<file path="src/rtl/boot_load_pkg.sv">
// Shared state encoding and default sizing for the instruction-memory boot loader.
package boot_load_pkg;

  localparam int unsigned DEF_ADDR_W   = 11;
  localparam int unsigned DEF_DATA_W   = 32;
  localparam int unsigned DEF_RST_HOLD = 4;
  // Hold counter spans 0..RST_HOLD with RST_HOLD up to 255.
  localparam int unsigned HOLD_W       = 8;

  typedef enum logic [2:0] {
    IDLE,
    LOAD,
    HOLD,
    RUN,
    ERR
  } state_t;

endpackage

</file>
<file path="src/rtl/boot_load_ctrl.sv">
// Loads a program into instruction memory over valid/ready, then clocks the CPU
// through a programmable reset window and releases it.
module boot_load_ctrl
  import boot_load_pkg::*;
#(
  parameter int unsigned ADDR_W   = DEF_ADDR_W,
  parameter int unsigned DATA_W   = DEF_DATA_W,
  parameter int unsigned RST_HOLD = DEF_RST_HOLD
) (
  input  logic              clk,
  input  logic              reset,
  input  logic              start,
  input  logic              stop,
  input  logic              word_valid,
  input  logic [DATA_W-1:0] word_data,
  input  logic              word_last,
  output logic              word_ready,
  output logic [DATA_W-1:0] w_instruction,
  output logic              w_enable,
  output logic [ADDR_W-1:0] w_adrs,
  output logic              cpu_en,
  output logic              cpu_resetn,
  output logic              busy,
  output logic              done,
  output logic              error,
  output logic [ADDR_W:0]   word_count
);

  localparam int unsigned       CNT_W    = ADDR_W + 1;
  localparam logic [ADDR_W-1:0] ADDR_MAX = '1;
  localparam logic [HOLD_W-1:0] HOLD_END = HOLD_W'(RST_HOLD);

  state_t            state;
  logic [ADDR_W-1:0] addr;
  logic [HOLD_W-1:0] hold_cnt;
  logic              handshake;

  assign handshake = word_valid && word_ready;

  always_ff @(posedge clk) begin
    if (reset) begin
      state         <= IDLE;
      addr          <= '0;
      hold_cnt      <= '0;
      word_ready    <= 1'b0;
      w_instruction <= '0;
      w_enable      <= 1'b0;
      w_adrs        <= '0;
      cpu_en        <= 1'b0;
      cpu_resetn    <= 1'b0;
      busy          <= 1'b0;
      done          <= 1'b0;
      error         <= 1'b0;
      word_count    <= '0;
    end else begin
      // Write strobe is a one-cycle echo of each accepted word.
      w_enable <= 1'b0;

      case (state)
        IDLE, ERR: begin
          if (start) begin
            state      <= LOAD;
            addr       <= '0;
            word_count <= '0;
            word_ready <= 1'b1;
            busy       <= 1'b1;
            error      <= 1'b0;
          end
        end

        LOAD: begin
          if (handshake) begin
            w_enable      <= 1'b1;
            w_adrs        <= addr;
            w_instruction <= word_data;
            addr          <= addr + ADDR_W'(1);
            word_count    <= word_count + CNT_W'(1);
            // A last flag on the final slot is a legal full-memory program.
            if (word_last) begin
              state      <= HOLD;
              word_ready <= 1'b0;
              hold_cnt   <= '0;
            end else if (addr == ADDR_MAX) begin
              state      <= ERR;
              word_ready <= 1'b0;
              busy       <= 1'b0;
              error      <= 1'b1;
            end
          end
        end

        // Count 0 drains the final write; the CPU port is taken only afterwards.
        HOLD: begin
          if (hold_cnt == HOLD_END) begin
            state      <= RUN;
            cpu_resetn <= 1'b1;
            done       <= 1'b1;
            busy       <= 1'b0;
          end else begin
            hold_cnt <= hold_cnt + HOLD_W'(1);
            cpu_en   <= 1'b1;
          end
        end

        RUN: begin
          if (stop) begin
            state      <= IDLE;
            cpu_en     <= 1'b0;
            cpu_resetn <= 1'b0;
            done       <= 1'b0;
          end
        end

        default: state <= IDLE;
      endcase
    end
  end

endmodule

</file>
<file path="config.mk">
export PLATFORM = sky130hd
export DESIGN_NAME = boot_load_ctrl
export DESIGN_NICKNAME = d
export VERILOG_FILES = /design/src/rtl/boot_load_pkg.sv /design/src/rtl/boot_load_ctrl.sv
export SDC_FILE = /design/constraint.sdc
export NUM_CORES = 1
export LEC_CHECK = 0
export ABC_AREA = 1
export CAP_MARGIN = 0
export CORE_MARGIN = 2
export CORE_UTILIZATION = 35
export DETAILED_ROUTE_END_ITERATION = 10
export PLACE_DENSITY = 0.61
export RECOVER_POWER = 25
export SYNTH_ARGS = -nofsm -noshare
export SYNTH_HDL_FRONTEND = slang
export SYNTH_SLANG_ARGS = --single-unit
</file>
<file path="constraint.sdc">
create_clock -name clk -period 2 [get_ports clk]
set_input_delay 0.2 -clock clk [delete_from_list [all_inputs] [get_ports clk]]
set_output_delay 0.2 -clock clk [all_outputs]
set_load 0.05 [all_outputs]
</file>
=== Word level (Yosys, flattened, before mapping) ===
Cells that the tools add are included.

* Input port bits: 38
* Output and inout bits: 62
* Logic and storage cells: 85
* Flip-flop bits (word level): 83

* Equal/unequal tests: 15
* Reductions and logical operators: 17
* Bitwise operators: 1
* Multiplexer cells: 37
* Add/subtract/negate cells: 3

{| class="wikitable"
|+ Operator list
! operator !! number
|-
| 12-bit two-way mux || 2
|-
| 8-bit two-way mux || 3
|-
| 12-bit case mux with 2 select lines || 1
|-
| 11-bit two-way mux || 2
|-
| 11-bit case mux with 2 select lines || 1
|-
| 3-bit two-way mux || 6
|-
| 2-bit inequality test (second input constant) || 8
|-
| 8-bit case mux with 2 select lines || 1
|-
| 1-bit two-way mux || 15
|-
| 12-bit by 1-bit adder with 12-bit output (second input constant) || 1
|-
| 3-bit case mux with 4 select lines || 1
|-
| 11-bit by 1-bit adder with 11-bit output (second input constant) || 1
|-
| 11-bit equality test (second input constant) || 1
|-
| 5-bit AND reduction || 2
|-
| 3-bit AND reduction || 3
|-
| 8-bit by 1-bit adder with 8-bit output (second input constant) || 1
|-
| 8-bit by 3-bit equality test with 1-bit output (second input constant) || 1
|-
| 1-bit case mux with 2 select lines || 4
|-
| 4-bit AND reduction || 2
|-
| 3-bit by 2-bit equality test with 1-bit output (second input constant) || 2
|-
| 6-bit AND reduction || 1
|-
| 2-bit nonzero test || 3
|-
| 2-bit OR reduction || 2
|-
| 3-bit by 1-bit equality test with 1-bit output (second input constant) || 1
|-
| 8 further kinds || 8
|}

=== Depth between registers and ports, before layout ===
* Depth in word-level cells: 5
* Depth in mapped cells: 10
* Gate-level depth less buffers: 10

=== Worst setup path before layout ===
No wires, ideal clock.

* Kind: reg-to-reg
* Start: register word_ready
* End: register word_count[9]
* Cell stages (with the launch flop): 10
* Data arrival time: 1.575 ns
* Required time: 1.883 ns
* Library setup time: 0.117 ns
* Slack: 0.308 ns
* Path buffers: 0
* Clock period less this slack: 1.692 ns
* Cell sequence: dfxtp_1 nand2_1 inv_1 nor2_4 nor2_4 nand2_4 nor2_2 nand3_1 nand2_1 nor2_1

* Word-level cells in the longest chain between the ends: 3

{| class="wikitable"
|+ RTL lines
! item !! line !! source
|-
| start, declared || boot_load_ctrl.sv:17 || <nowiki>output logic word_ready,</nowiki>
|-
| start signal, assigned || boot_load_ctrl.sv:45 || <nowiki>word_ready <= 1'b0;</nowiki>
|-
| start signal, assigned || boot_load_ctrl.sv:65 || <nowiki>word_ready <= 1'b1;</nowiki>
|-
| start signal, assigned || boot_load_ctrl.sv:81 || <nowiki>word_ready <= 1'b0;</nowiki>
|-
| 1-bit logical AND || boot_load_ctrl.sv:38 || <nowiki>assign handshake = word_valid && word_ready;</nowiki>
|-
| 2-bit inequality test (no line) || - ||
|-
| 3-bit AND reduction (no line) || - ||
|-
| end signal, assigned || boot_load_ctrl.sv:77 || <nowiki>word_count <= word_count + CNT_W'(1);</nowiki>
|-
| end, declared || boot_load_ctrl.sv:26 || <nowiki>output logic [ADDR_W:0] word_count</nowiki>
|}

No other way between the ends.
A chain may end at the register's enable or synchronous reset.

=== Worst setup path after layout ===
* Start: register word_count[8]
* End: output word_count[8]

No word-level cell between the ends.

==> impl_metrics.csv <==
group,metric,value,unit
status,status,"complete, no violations",
global_route,antenna_found_initial,0,
clock_network,post_cts_buffers,0,
yosys,seq_area_frac_synth,0.473,
sta,worstMarginPinSlew,542,ps
routing,vias,3379,
routing,wl_per_cell,12.3,um
pwr,p_leak,1.94,nW
hold_path,min_path_type,"in -> reg",
flow_run,drv_cap,0,
clock_network,cts_root_buf,"clkbuf_8",
global_route,gr-total-overflow,0,
setup_path,crit_fanout,6,
clock_network,clock-sinks,83,
setup_path,reg2reg_to,"word_count[4]$_SDFFE_PP0P_",
setup_path,crit_arrival,1660,ps
yosys,netlist_instances,489,
hold_path,whs_endpoint,"w_instruction[29]$_SDFFE_PP0P_",
routing,first_iter_violations,114,
global_route,grt_usage,0.170,
finish,final-instance-count-excl-fill,723,
hold_path,hold_depth,3,
clock_network,holdBufCountCts,0,
setup_path,setup.worst_path.start_class,"register",
finish,multi_input_area,0.00157,mm^2
sta,finalSetupViolations,0,
global_route,grt_pass1_wl,15.2,mm
setup_path,worstPathCellList,"clkdlybuf4s50_1",
finish,fillers,961,
pwr,peakVddDrop,0.000467,V
clock_network,cts_tree,"yes",
floorplanning,core-area,0.00977,mm^2
placement,dp_hpwl,6.22,mm
routing,vias_per_cell,4.67,
yosys,yosys_warnings,0,
sta,skew,10.0,ps
clock_network,insertion_delay,350,ps
floorplanning,start_util,0.359,
finish,final_net_count,627,
routing,ant_nets,0,
hold_path,holdCritStartpoint,"word_data[29]",
clock_network,cts_buffer_depth,2,
placement,gp_congestion,0.834,
sta,slew_viol_final,0,
routing,drt-total-wl,8.90,mm
setup_path,reg2reg_from,"state[0]$_SDFFE_PP0P_",
sta,fmax,537,MHz
yosys,synth_fp_nets,531,
clock_network,cts-resized-gates,0,
sta,period_needed,1860,ps
floorplanning,die_w,104,um
floorplanning,die_y,104,um
setup_path,crit_family,"buffers and inverters",
routing,drtPass1Iterations,4,
finish,regArea,0.00166,mm^2
routing,drc,0,
setup_path,cp_slowest_stage_delay,850,ps
global_route,grt_max_degree,48,
placement,port-buffer-count,99,
setup_path,slowest_stage,"clkdlybuf4s50_1",
floorplanning,num_rows,36,
sta,slew-limit-headroom,0.637,
sta,hold_viol,0,
setup_path,end_kind,"output port",
yosys,synth_area,0.00351,mm^2
sta,post-route-period-util,0.931,
placement,dp_cells,707,
finish,area_growth,38.5,%
finish,antenna_cells,0,
setup_path,worst-r2r-cell-count,8,
clock_network,path_clk_slew,80,ps
setup_path,crit_type,"reg -> out",
setup_path,crit_required,1800,ps
pwr,cellPowerDensity,1020,mW/mm^2
floorplanning,die_area,0.0109,mm^2
yosys,synth.avg_cell_area,7.18,um^2
clock_network,ctsHtreeMaxLevel,3,
floorplanning,ios,100,
sta,fin_tns_setup,0,ps
sta,rsz0062_at_grt,"false",
yosys,ys_ff_latch,83,
finish,layout-drive-gt1-share,0.0576,
global_route,grt_pass1_vias,3267,
clock_network,numCtsBuffers,9,
yosys,synth.distinct_cells,28,
setup_path,critical_path_buf_inv_count,1,
setup_path,rrSetupSlack,280,ps
## where the power goes
| group | internal (W) | total (W) | leakage (nW) | switching [W] |
|---|---|---|---|---|
| Clock | 0.000866 | 0.00146 | 0.117 | 0.000596 |
| Combinational | 0.000498 | 0.00160 | 1.15 | 0.00111 |
| Sequential | 0.00179 | 0.00189 | 0.671 | 0.0000988 |
## layer usage
layer	wire (um)	global-route usage
met1	4180	0.215
met5	0	0
met3	931	0.0871
met4	151	0.0569
met2	3630	0.248
## final cells by class
cell class              instances  share of cell area
flip-flops and latches         83               0.341
repair buffers                105               0.217
clock inverters                 4              0.0201
clock buffers                  12              0.0298
inverters                      46              0.0355
multi-input cells             340               0.322
well taps                     133              0.0342
## cell families after synthesis
family	Yosys count	share of synthesized area
and+or+nand+nor	236	0.289
AOI/OAI and AO/OA	99	0.143
DFF	83	0.473
buffers and inverters	66	0.0784
adders and majority gates	4	0.0143
xor gates and xnor gates	1	0.00249
## metrics by stage
step                      setup slack, ps  cell area, um^2  hold slack, ps  utilization  power (W)
after CTS                             123             4880             409        0.499    0.00504
after global routing                 70.2             4870             424        0.498    0.00524
after floorplan                       308             3510             335            -    0.00310
final                                 139             4870             428        0.498    0.00496
after detailed placement              227             4640             463        0.474    0.00356
after global placement                240             4640             457        0.474    0.00355
## layout by cell type (no fill, tap or decap), types with 2 or more instances in the layout
master	count
clkbuf_1	3
buf_12	2
nand4_1	7
o21ai_0	56
nor3_1	5
bufinv_16	3
clkdlybuf4s50_1	99
ha_1	4
nor2_1	118
inv_2	2
nand2_4	2
nor2_2	2
buf_4	2
nand3_1	23
dfxtp_1	83
clkbuf_8	10
inv_1	44
nand2_1	69
or2_2	3
nor2_4	2
nand2_2	3
a21oi_1	39
## cells in the mapped netlist
| library cell | instances | area share |
|---|---|---|
| a21o_1 | 1 | 0.0021 |
| a21oi_1 | 39 | 0.056 |
| buf_1 | 1 | 0.0011 |
| buf_2 | 4 | 0.0057 |
| buf_4 | 2 | 0.0043 |
| buf_6 | 2 | 0.0064 |
| clkbuf_1 | 11 | 0.012 |
| dfxtp_1 | 83 | 0.47 |
| ha_1 | 4 | 0.014 |
| inv_1 | 43 | 0.046 |
| inv_2 | 3 | 0.0032 |
| nand2_1 | 69 | 0.074 |
| nand2_2 | 3 | 0.0053 |
| nand2_4 | 2 | 0.0064 |
| nand3_1 | 23 | 0.033 |
| nand3_4 | 1 | 0.0050 |
| nand4_1 | 7 | 0.012 |
| nor2_1 | 117 | 0.13 |
| nor2_2 | 2 | 0.0036 |
| nor2_4 | 3 | 0.0096 |
| nor3_1 | 5 | 0.0071 |
| nor3b_1 | 1 | 0.0021 |
| o211ai_1 | 1 | 0.0021 |
| o21ai_0 | 56 | 0.080 |
| o21ai_1 | 1 | 0.0014 |
| o21bai_1 | 1 | 0.0021 |
| or2_2 | 3 | 0.0053 |
| xor2_1 | 1 | 0.0025 |
## worst min-delay path: stages
cell and delay, ps:
clkdlybuf4s50_1 390, nor2_1 100, nor2_1 50
## flip-flops by register name (all words and copies together) (netlist names)
register	flops
word_ready	1
addr	11
w_enable	1
w_instruction	32
cpu_en	1
done	1
state	3
word_count	12
error	1
busy	1
hold_cnt	8
w_adrs	11
## worst max path at each step
stage / from / end / slack [ps] / depth (start not counted)
global placement: word_valid / word_count[4]$_SDFFE_PP0P_ / 240 / 10
CTS: word_count[8]$_SDFFE_PP0P_ / word_count[8] / 120 / 1
finish: word_count[8]$_SDFFE_PP0P_ / word_count[8] / 140 / 1
global route: state[0]$_SDFFE_PP0P_ / addr[8]$_SDFFE_PP0P_ / 70 / 8
detailed placement: word_valid / addr[8]$_SDFFE_PP0P_ / 230 / 10
floorplan: word_ready$_SDFFE_PP0P_ / word_count[9]$_SDFFE_PP0P_ / 310 / 9
(Power assumes the default switching activity.)
